--- src/rtl/robo_seguidor_parede.sv ---
// Wall-following motion controller. A clock divider produces update ticks.
// On each enabled tick the front and side bump sensors are debounced, the
// wall side is sampled, and a five-state Moore FSM decides whether to drive
// forward, turn away from an obstacle, or arc back towards the wall. Too many
// consecutive turning ticks trigger a timed recovery manoeuvre.
module robo_seguidor_parede #(
  parameter int DIV_CYCLES = 3,
  parameter int DEB_LEN    = 2,
  parameter int MAX_GIROS  = 4,
  parameter int REC_TICKS  = 2
) (
  input  logic       clock,
  input  logic       reset,
  input  logic       enable,
  input  logic       lado,
  input  logic       head,
  input  logic       wall,
  output logic       avancar,
  output logic       girar,
  output logic       sentido,
  output logic       preso,
  output logic [2:0] estado
);

  // Single-value counters still need one bit of storage.
  localparam int DIV_W = (DIV_CYCLES > 1) ? $clog2(DIV_CYCLES) : 1;
  localparam int DEB_W = (DEB_LEN    > 1) ? $clog2(DEB_LEN)    : 1;
  localparam int GIR_W = (MAX_GIROS  > 1) ? $clog2(MAX_GIROS)  : 1;
  localparam int REC_W = (REC_TICKS  > 1) ? $clog2(REC_TICKS)  : 1;

  localparam logic [DIV_W-1:0] DIV_LAST = DIV_W'(DIV_CYCLES - 1);
  localparam logic [DEB_W-1:0] DEB_LAST = DEB_W'(DEB_LEN - 1);
  localparam logic [GIR_W-1:0] GIR_LAST = GIR_W'(MAX_GIROS - 1);
  localparam logic [REC_W-1:0] REC_LOAD = REC_W'(REC_TICKS - 1);

  typedef enum logic [2:0] {
    PROCURA     = 3'd0,
    SEGUE       = 3'd1,
    GIRA_FORA   = 3'd2,
    GIRA_DENTRO = 3'd3,
    RECUPERA    = 3'd4
  } state_t;

  typedef struct packed {
    logic             filt;
    logic [DEB_W-1:0] cnt;
  } deb_t;

  // One debounce step: a raw value must disagree with the filtered value for
  // DEB_LEN consecutive ticks before the filtered value follows it.
  function automatic deb_t deb_step(input logic raw, input deb_t cur);
    deb_t nxt;
    nxt = cur;
    if (raw == cur.filt) begin
      nxt.cnt = '0;
    end else if (cur.cnt == DEB_LAST) begin
      nxt.filt = raw;
      nxt.cnt  = '0;
    end else begin
      nxt.cnt = cur.cnt + DEB_W'(1);
    end
    return nxt;
  endfunction

  logic [DIV_W-1:0] div_q,   div_d;
  deb_t             head_q,  head_d;
  deb_t             wall_q,  wall_d;
  logic             lado_q,  lado_d;
  state_t           state_q, state_d;
  logic [GIR_W-1:0] giros_q, giros_d;
  logic [REC_W-1:0] rec_q,   rec_d;

  logic   tick;
  logic   tick_en;
  state_t cand;

  // Divider: free-running whenever out of reset, independent of enable.
  always_comb begin
    tick    = (div_q == DIV_LAST);
    tick_en = tick & enable;
    div_d   = tick ? '0 : div_q + DIV_W'(1);
  end

  // Sensor filters and side sample advance only on enabled ticks.
  always_comb begin
    head_d = head_q;
    wall_d = wall_q;
    lado_d = lado_q;
    if (tick_en) begin
      head_d = deb_step(head, head_q);
      wall_d = deb_step(wall, wall_q);
      lado_d = lado;
    end
  end

  // Next-state logic with turn counting and recovery timing; the FSM sees
  // the filtered values as updated on this same tick.
  always_comb begin
    // NOTE: every signal assigned here gets a default first so no path leaves
    // it unassigned, which would otherwise infer a latch.
    state_d = state_q;
    giros_d = giros_q;
    rec_d   = rec_q;
    cand    = PROCURA;
    if (tick_en) begin
      if (state_q == RECUPERA) begin
        giros_d = '0;
        if (rec_q == '0) state_d = PROCURA;
        else             rec_d   = rec_q - REC_W'(1);
      end else begin
        if (head_d.filt)                                        cand = GIRA_FORA;
        else if (wall_d.filt)                                   cand = SEGUE;
        else if (state_q == SEGUE || state_q == GIRA_DENTRO)    cand = GIRA_DENTRO;
        else                                                    cand = PROCURA;

        if (cand == GIRA_FORA || cand == GIRA_DENTRO) begin
          if (giros_q == GIR_LAST) begin
            state_d = RECUPERA;
            giros_d = '0;
            rec_d   = REC_LOAD;
          end else begin
            state_d = cand;
            giros_d = giros_q + GIR_W'(1);
          end
        end else begin
          state_d = cand;
          giros_d = '0;
        end
      end
    end
  end

  // State register: asynchronous active-high reset clears everything.
  always_ff @(posedge clock or posedge reset) begin
    if (reset) begin
      div_q   <= '0;
      head_q  <= '0;
      wall_q  <= '0;
      lado_q  <= 1'b0;
      state_q <= PROCURA;
      giros_q <= '0;
      rec_q   <= '0;
    end else begin
      // NOTE: non-blocking assignments so every flop samples pre-edge values.
      div_q   <= div_d;
      head_q  <= head_d;
      wall_q  <= wall_d;
      lado_q  <= lado_d;
      state_q <= state_d;
      giros_q <= giros_d;
      rec_q   <= rec_d;
    end
  end

  // Moore outputs, forced to zero while in reset or disabled.
  always_comb begin
    avancar = 1'b0;
    girar   = 1'b0;
    sentido = 1'b0;
    preso   = 1'b0;
    estado  = 3'd0;
    if (!reset && enable) begin
      estado = state_q;
      unique case (state_q)
        PROCURA, SEGUE: begin
          avancar = 1'b1;
        end
        GIRA_FORA: begin
          girar   = 1'b1;
          sentido = ~lado_q;
        end
        GIRA_DENTRO: begin
          avancar = 1'b1;
          girar   = 1'b1;
          sentido = lado_q;
        end
        RECUPERA: begin
          girar   = 1'b1;
          sentido = ~lado_q;
          preso   = 1'b1;
        end
        default: ;
      endcase
    end
  end

endmodule

--- config.mk ---
export PLATFORM = sky130hd
export DESIGN_NAME = robo_seguidor_parede
export DESIGN_NICKNAME = d
export VERILOG_FILES = /design/src/rtl/robo_seguidor_parede.sv
export SDC_FILE = /design/constraint.sdc
export NUM_CORES = 1
export LEC_CHECK = 0
export CORE_MARGIN = 2
export CORE_UTILIZATION = 53
export CTS_BUF_LIST = sky130_fd_sc_hd__clkbuf_4
export DETAILED_ROUTE_END_ITERATION = 16
export MAX_ROUTING_LAYER = met4
export PLACE_DENSITY = 0.89
export SETUP_SLACK_MARGIN = 0.05
export SLEW_MARGIN = 20
export SYNTH_ARGS = -nofsm -noshare
export SYNTH_HDL_FRONTEND = slang
export SYNTH_SLANG_ARGS = --single-unit
--- constraint.sdc ---
create_clock -name clock -period 1.4 [get_ports clock]
set_input_delay 0.28 -clock clock [delete_from_list [all_inputs] [get_ports clock]]
set_output_delay 0.28 -clock clock [all_outputs]
set_load 0.02 [all_outputs]
Word-level counts from Yosys, hierarchy flattened
Index checks and enable logic that the tools add are counted.
- flip-flop bits (word level): 13
- input port bits: 6
- output and inout bits: 7
- word-level logic and storage cells: 75
- add/sub/neg operators: 5
- eq/ne operators: 11
- mux-type cells: 36
- bitwise gates (word level): 2
- reduce and logical (&&, ||, !) cells: 12
- operator list (kind ; count):
    $mux W3 ; 7
    $mux W1 ; 19
    $mux W2 ; 9
    $eq A3 B2 Y1 const B ; 4
    $reduce_or A3 Y1 ; 2
    $add A2 B1 Y2 const B ; 2
    $eq A2 B2 Y1 const B ; 2
    $reduce_bool A2 Y1 ; 2
    $eq A3 B1 Y1 const B ; 1
    $eq A3 B3 Y1 const B ; 1
    $logic_not A3 Y1 ; 1
    $reduce_and A3 Y1 ; 1
    $add A1 B1 Y1 const B ; 2
    $eq A1 B1 Y1 ; 2
    $logic_or A1 B1 Y1 ; 2
    $ne A2 B2 Y1 const B ; 1
    $pmux W1 S2 ; 1
    $reduce_and A2 Y1 ; 1
    $reduce_or A2 Y1 ; 1
    $and A1 B1 Y1 ; 1
    $logic_and A1 B1 Y1 ; 1
    $logic_not A1 Y1 ; 1
    $not A1 Y1 ; 1
    $sub A1 B1 Y1 const B ; 1

Depth between registers and ports, before layout
- word-level depth: 12
- mapped depth: 5
- depth with buffers taken out: 4

Worst setup path after synthesis
OpenSTA, ideal clock, no wires.
- path kind: in2out
- start point: in reset
- end point: out avancar
- arrival: 1265 ps
- data required time: 1120 ps
- path slack: -145 ps
- stages: 3
- path buffers: 0
- cell sequence: inv_1 > nand2_1 > nor3_1
- cells in the longest elaborated chain, start to end: 3
- RTL lines (item ; RTL line ; RTL):
    from (decl) ; 13 ; input logic reset,
    $logic_not A1 Y1 ; 162 ; if (!reset && enable) begin
    $logic_and A1 B1 Y1 ; 162 ;
    $mux W1 ; 162 ;
    to (decl) ; 18 ; output logic avancar,
Every way passes these cells.

Final worst setup path
- start point: reg state_q[0]
- end point: out girar
- cells in the longest elaborated chain, start to end: 4
- elaborated cells on any way between the ends: 6
- classes of those cells: eq/ne: 3; mux: 2; reduce/logical: 1
- RTL lines (item ; RTL line ; RTL):
    from (decl) ; 69 ; state_t state_q, state_d;
    from (signal assigned) ; 149 ; state_q <= state_d;
    $eq A3 B3 Y1 or $eq A3 B2 Y1 (tied branches) ; 164 ; unique case (state_q)
    $reduce_or A3 Y1 (no line) (*) ; -- ;
    $mux W1 (*) ; 164 ;
    $mux W1 (*) ; 162 ;
    to (decl) ; 19 ; output logic girar,
Mark *: on every way between the ends. The rest lies on a longest branch, timed or not.

==> metrics.md <==
| Metric | Value |
|---|---|
| Initial core utilization | 56.1% |
| Mapped Cells | 77 |
| Worst Tran Pin Value | 0.346 ns |
| Main area contributors after synthesis | sky130_fd_sc_hd__dfrtp_1 (45%), sky130_fd_sc_hd__nand2_1 (7.3%), sky130_fd_sc_hd__nor2b_1 (3.5%) |
| Normalized max-slew margin | 76.2% |
| Worst endpoint data arrival time | roughly 1.4 ns |
| Share of the cycle needed by the critical path after routing | 119% |
| Violations in the final reports | setup timing |
| Ratio of routed vias to standard cells | 5.65 |
| Number of inserted filler cells in the final layout | 64 |
| Biggest fanout along the worst timing path | 3 |
| Number of ports placed on the die boundary | 13 |
| Final Instance Area | 1130 sq um |
| Pre-antenna DRT Iters | 4 |
| Via count of the first global-routing pass | ~640 |
| Overall via count from detail_route | approximately 700 |
| Max-slew violation count | 0 |
| Maximum number of pins on one net before global-route repair | 14 |
| Width of the die | 40.9 microns |
| CP required | 1.12 ns |
| Root buffer selected by CTS | sky130_fd_sc_hd__clkbuf_4 |
| Min Tclk post-route | ~1.7 ns |
| Gr usage total | 26.9% |
| Worst-case setup margin in the final layout | -0.268 ns |
| Clock sink count | 13 |
| Clock insertion delay at the later pin of the skew report | approximately 0.28 ns |
| Synth Area per Inst | 9.36 sq um |
| Half-perimeter wire length after placement | 1220 microns |
| Run status | complete, but fails checks |
| PwrDens | 1520 nW/um^2 |
| CP max stage delay | about 0.44 ns |
| Clock tree from TritonCTS | yes |
| Part of the Yosys area used for sequential elements | 45.1% |
| Syn Nets | 84 |
| Vert. Die Dim | 40.9 microns |
| Multi-input logic area | 468 sq um |
| CP startpoint kind | flip-flop |
| Cell breakdown of the critical path | or3b_4 > a21oi_4 > buf_6 |
| Inserted Diodes | 0 |
| Final setup violation count | 6 |
| Global route total overflow | 0 |
| Number of synthesized register bits | 13 |
| Ratio of cells with drive above 1 in the final layout | 45.9% |
| Area enclosed by the die boundary | 1670 sq um |
| Number of buffers on the longest clock path | 2 |
| Leakage | 0.524 nW |
| Core region area | 1280 sq um |
| Total CTS buffers | 3 |
| Last weighted congestion value of the routability-driven placer | slightly below 0.9 |
| Clock Pin Slew Worst Setup and Hold Paths | ~0.08 ns |
| Number of standard-cell rows in the floorplan | 13 |
| Delay-heaviest family, CP | simple AND/OR/NAND/NOR gates |
| Detail Route Antenna Nets | 0 |
| Area delta synth->final | 57.1% |
| Number of max-cap violations | 0 |
| Initial antenna violation count | 0 |
| Post-synthesis instance area | 721 sq um |
| Slowest CP cell | sky130_fd_sc_hd__or3b_4 |
| F_max | around 600 MHz |
| DP Worst Slack | -0.753 ns |
| Fraction of post-synthesis cell area in the top cell type by area | 45.1% |
| Flip-flop and latch area | 327 sq um |
| Hold-fix buffers, CTS | 0 |
| DRC violation count after routing | 0 |
| Distinct cells, synth | 31 |
| Setup repair after global routing missed its margin | yes |
| Cell type contributing the most total cell area after synthesis | sky130_fd_sc_hd__dfrtp_1 |
| Max IR drop VDD | 1180 uV |
| Port bufs | 12 |
| H-tree depth | 1 |
| Placement Cell Area | 982 sq um |
| Final-report hold violation count | 0 |
| Detailed-route wire length per cell | around 15 microns |
| Final Net Count | 117 |
| Critical setup path kind | flip-flop to output pin |
| Worst Skew | 0.00150 ns |
| Global-route wire length before repair | 2730 microns |
| Hold WC Path Type | primary input to asynchronous set/reset pin |
| 1st-iter DRT viols | 20 |
| YS warnings | 0 |
| Commonest cells after routing, fill and taps aside | sky130_fd_sc_hd__nand2_1 (12), sky130_fd_sc_hd__dfrtp_1 (12), sky130_fd_sc_hd__buf_6 (12), sky130_fd_sc_hd__buf_4 (12) |
| Setup crit end kind | output pin |
| Final wirelength | 1800 microns |
| Number of buffer and inverter stages on the critical path | 1 |
worst paths after layout:
check / from / to / slack, ns / cells past startpoint
max in group asynchronous: reset / state_q[2] / 1.00 / 3
max reg2reg: div_q[0] / giros_q[1] / 0 / 4
min in group clock: lado_q / lado_q / 0.51 / 2
min: reset / lado_q / 0.22 / 3
min reg2reg: lado_q / lado_q / 0.51 / 2
max: state_q[0] / girar / -0.27 / 3
timing repair:
item                       4_1_cts  5_1_grt
pin swaps                        2        2
setup endpoints to repair       13       13
gates resized for setup         50       16
buffers inserted                 1        4
gates cloned                     0        0
metrics by stage:
step	total power, mW	TNS [ns]	cells	hold slack, ns	utilization (%)
final	1.72	-0.975	124	0.223	88.1
after global routing	1.82	-1.31	124	0.247	88.1
after CTS	1.59	-0.803	120	0.213	81.9
after detailed placement	1.25	-8.08	115	0.475	76.4
after global placement	1.21	-7.43	115	0.477	76.4
after floorplan	0.988	0	77	0.0925	-
cell families (layout without fill, tap and decap cells):
group / count (synthesis) / after routing / share of synthesized area (%)
and+or+nand+nor: 39 / 39 / 29.9
xor gates and xnor gates: 3 / 3 / 3.65
DFF: 13 / 13 / 45.1
buffers and inverters: 4 / 36 / 2.26
adders and majority gates: 1 / 1 / 1.74
AOI/OAI and AO/OA: 14 / 14 / 12.5
muxes: 3 / 3 / 4.86
sequential cells by signal (all words and copies together) (netlist names):
name and flops:
state_q 3, div_q 2, giros_q 2, head_q 2, wall_q 2, lado_q 1, rec_q 1
worst register-to-register path, cell delays in order (launching register included):
cell and delay, ns:
sky130_fd_sc_hd__dfrtp_1 0.42, sky130_fd_sc_hd__nand4b_1 0.22, sky130_fd_sc_hd__mux2_4 0.36, sky130_fd_sc_hd__a21oi_4 0.18
sky130_fd_sc_hd__o21ai_1 0.10
where the power goes:
group          internal, mW  total, mW  switching, mW  leakage [nW]
registers             0.492      0.602          0.110         0.161
logic                 0.444      0.856          0.412         0.344
clock network         0.130      0.259          0.129        0.0184
total                  1.07       1.72          0.651         0.524
synthesized netlist by cell type:
cell and instances:
sky130_fd_sc_hd__a2111oi_0 1, sky130_fd_sc_hd__a211oi_1 1, sky130_fd_sc_hd__a21oi_1 2, sky130_fd_sc_hd__a21oi_2 1, sky130_fd_sc_hd__a31oi_1 1, sky130_fd_sc_hd__and2_1 3
sky130_fd_sc_hd__and2b_1 1, sky130_fd_sc_hd__buf_2 1, sky130_fd_sc_hd__dfrtp_1 13, sky130_fd_sc_hd__ha_1 1, sky130_fd_sc_hd__inv_1 3, sky130_fd_sc_hd__mux2_4 1
sky130_fd_sc_hd__mux2i_1 2, sky130_fd_sc_hd__nand2_1 14, sky130_fd_sc_hd__nand2b_1 1, sky130_fd_sc_hd__nand3_1 1, sky130_fd_sc_hd__nand3_2 1, sky130_fd_sc_hd__nand3b_2 1
sky130_fd_sc_hd__nand4_1 1, sky130_fd_sc_hd__nand4b_1 2, sky130_fd_sc_hd__nor2_1 6, sky130_fd_sc_hd__nor2b_1 4, sky130_fd_sc_hd__nor2b_4 1, sky130_fd_sc_hd__nor3_1 2
sky130_fd_sc_hd__o21ai_0 4, sky130_fd_sc_hd__o21ai_1 1, sky130_fd_sc_hd__o31ai_1 2, sky130_fd_sc_hd__o41ai_1 1, sky130_fd_sc_hd__or3b_1 1, sky130_fd_sc_hd__xnor2_1 1
sky130_fd_sc_hd__xor2_1 2
cell type report:
cell class / instances / share of cell area, %
sequential: 13 / 28.8
timing repair buffer: 29 / 24.2
clock buffer: 4 / 2.65
multi-input combinational: 60 / 41.3
inverter: 3 / 1.33
tap: 15 / 1.66
routing by layer:
| metal | vias to the layer above | track usage [%] | part of all wire (%) |
|---|---|---|---|
| li1 | 336 | - | - |
| met1 | 327 | 30.8 | 39 |
| met2 | 33 | 39.8 | 53 |
| met3 | 5 | 6.52 | 5.8 |
| met4 | 0 | 20.8 | 2.2 |
| met5 | - | - | 0 |
Note: power is estimated with default switching activity, not from simulation.
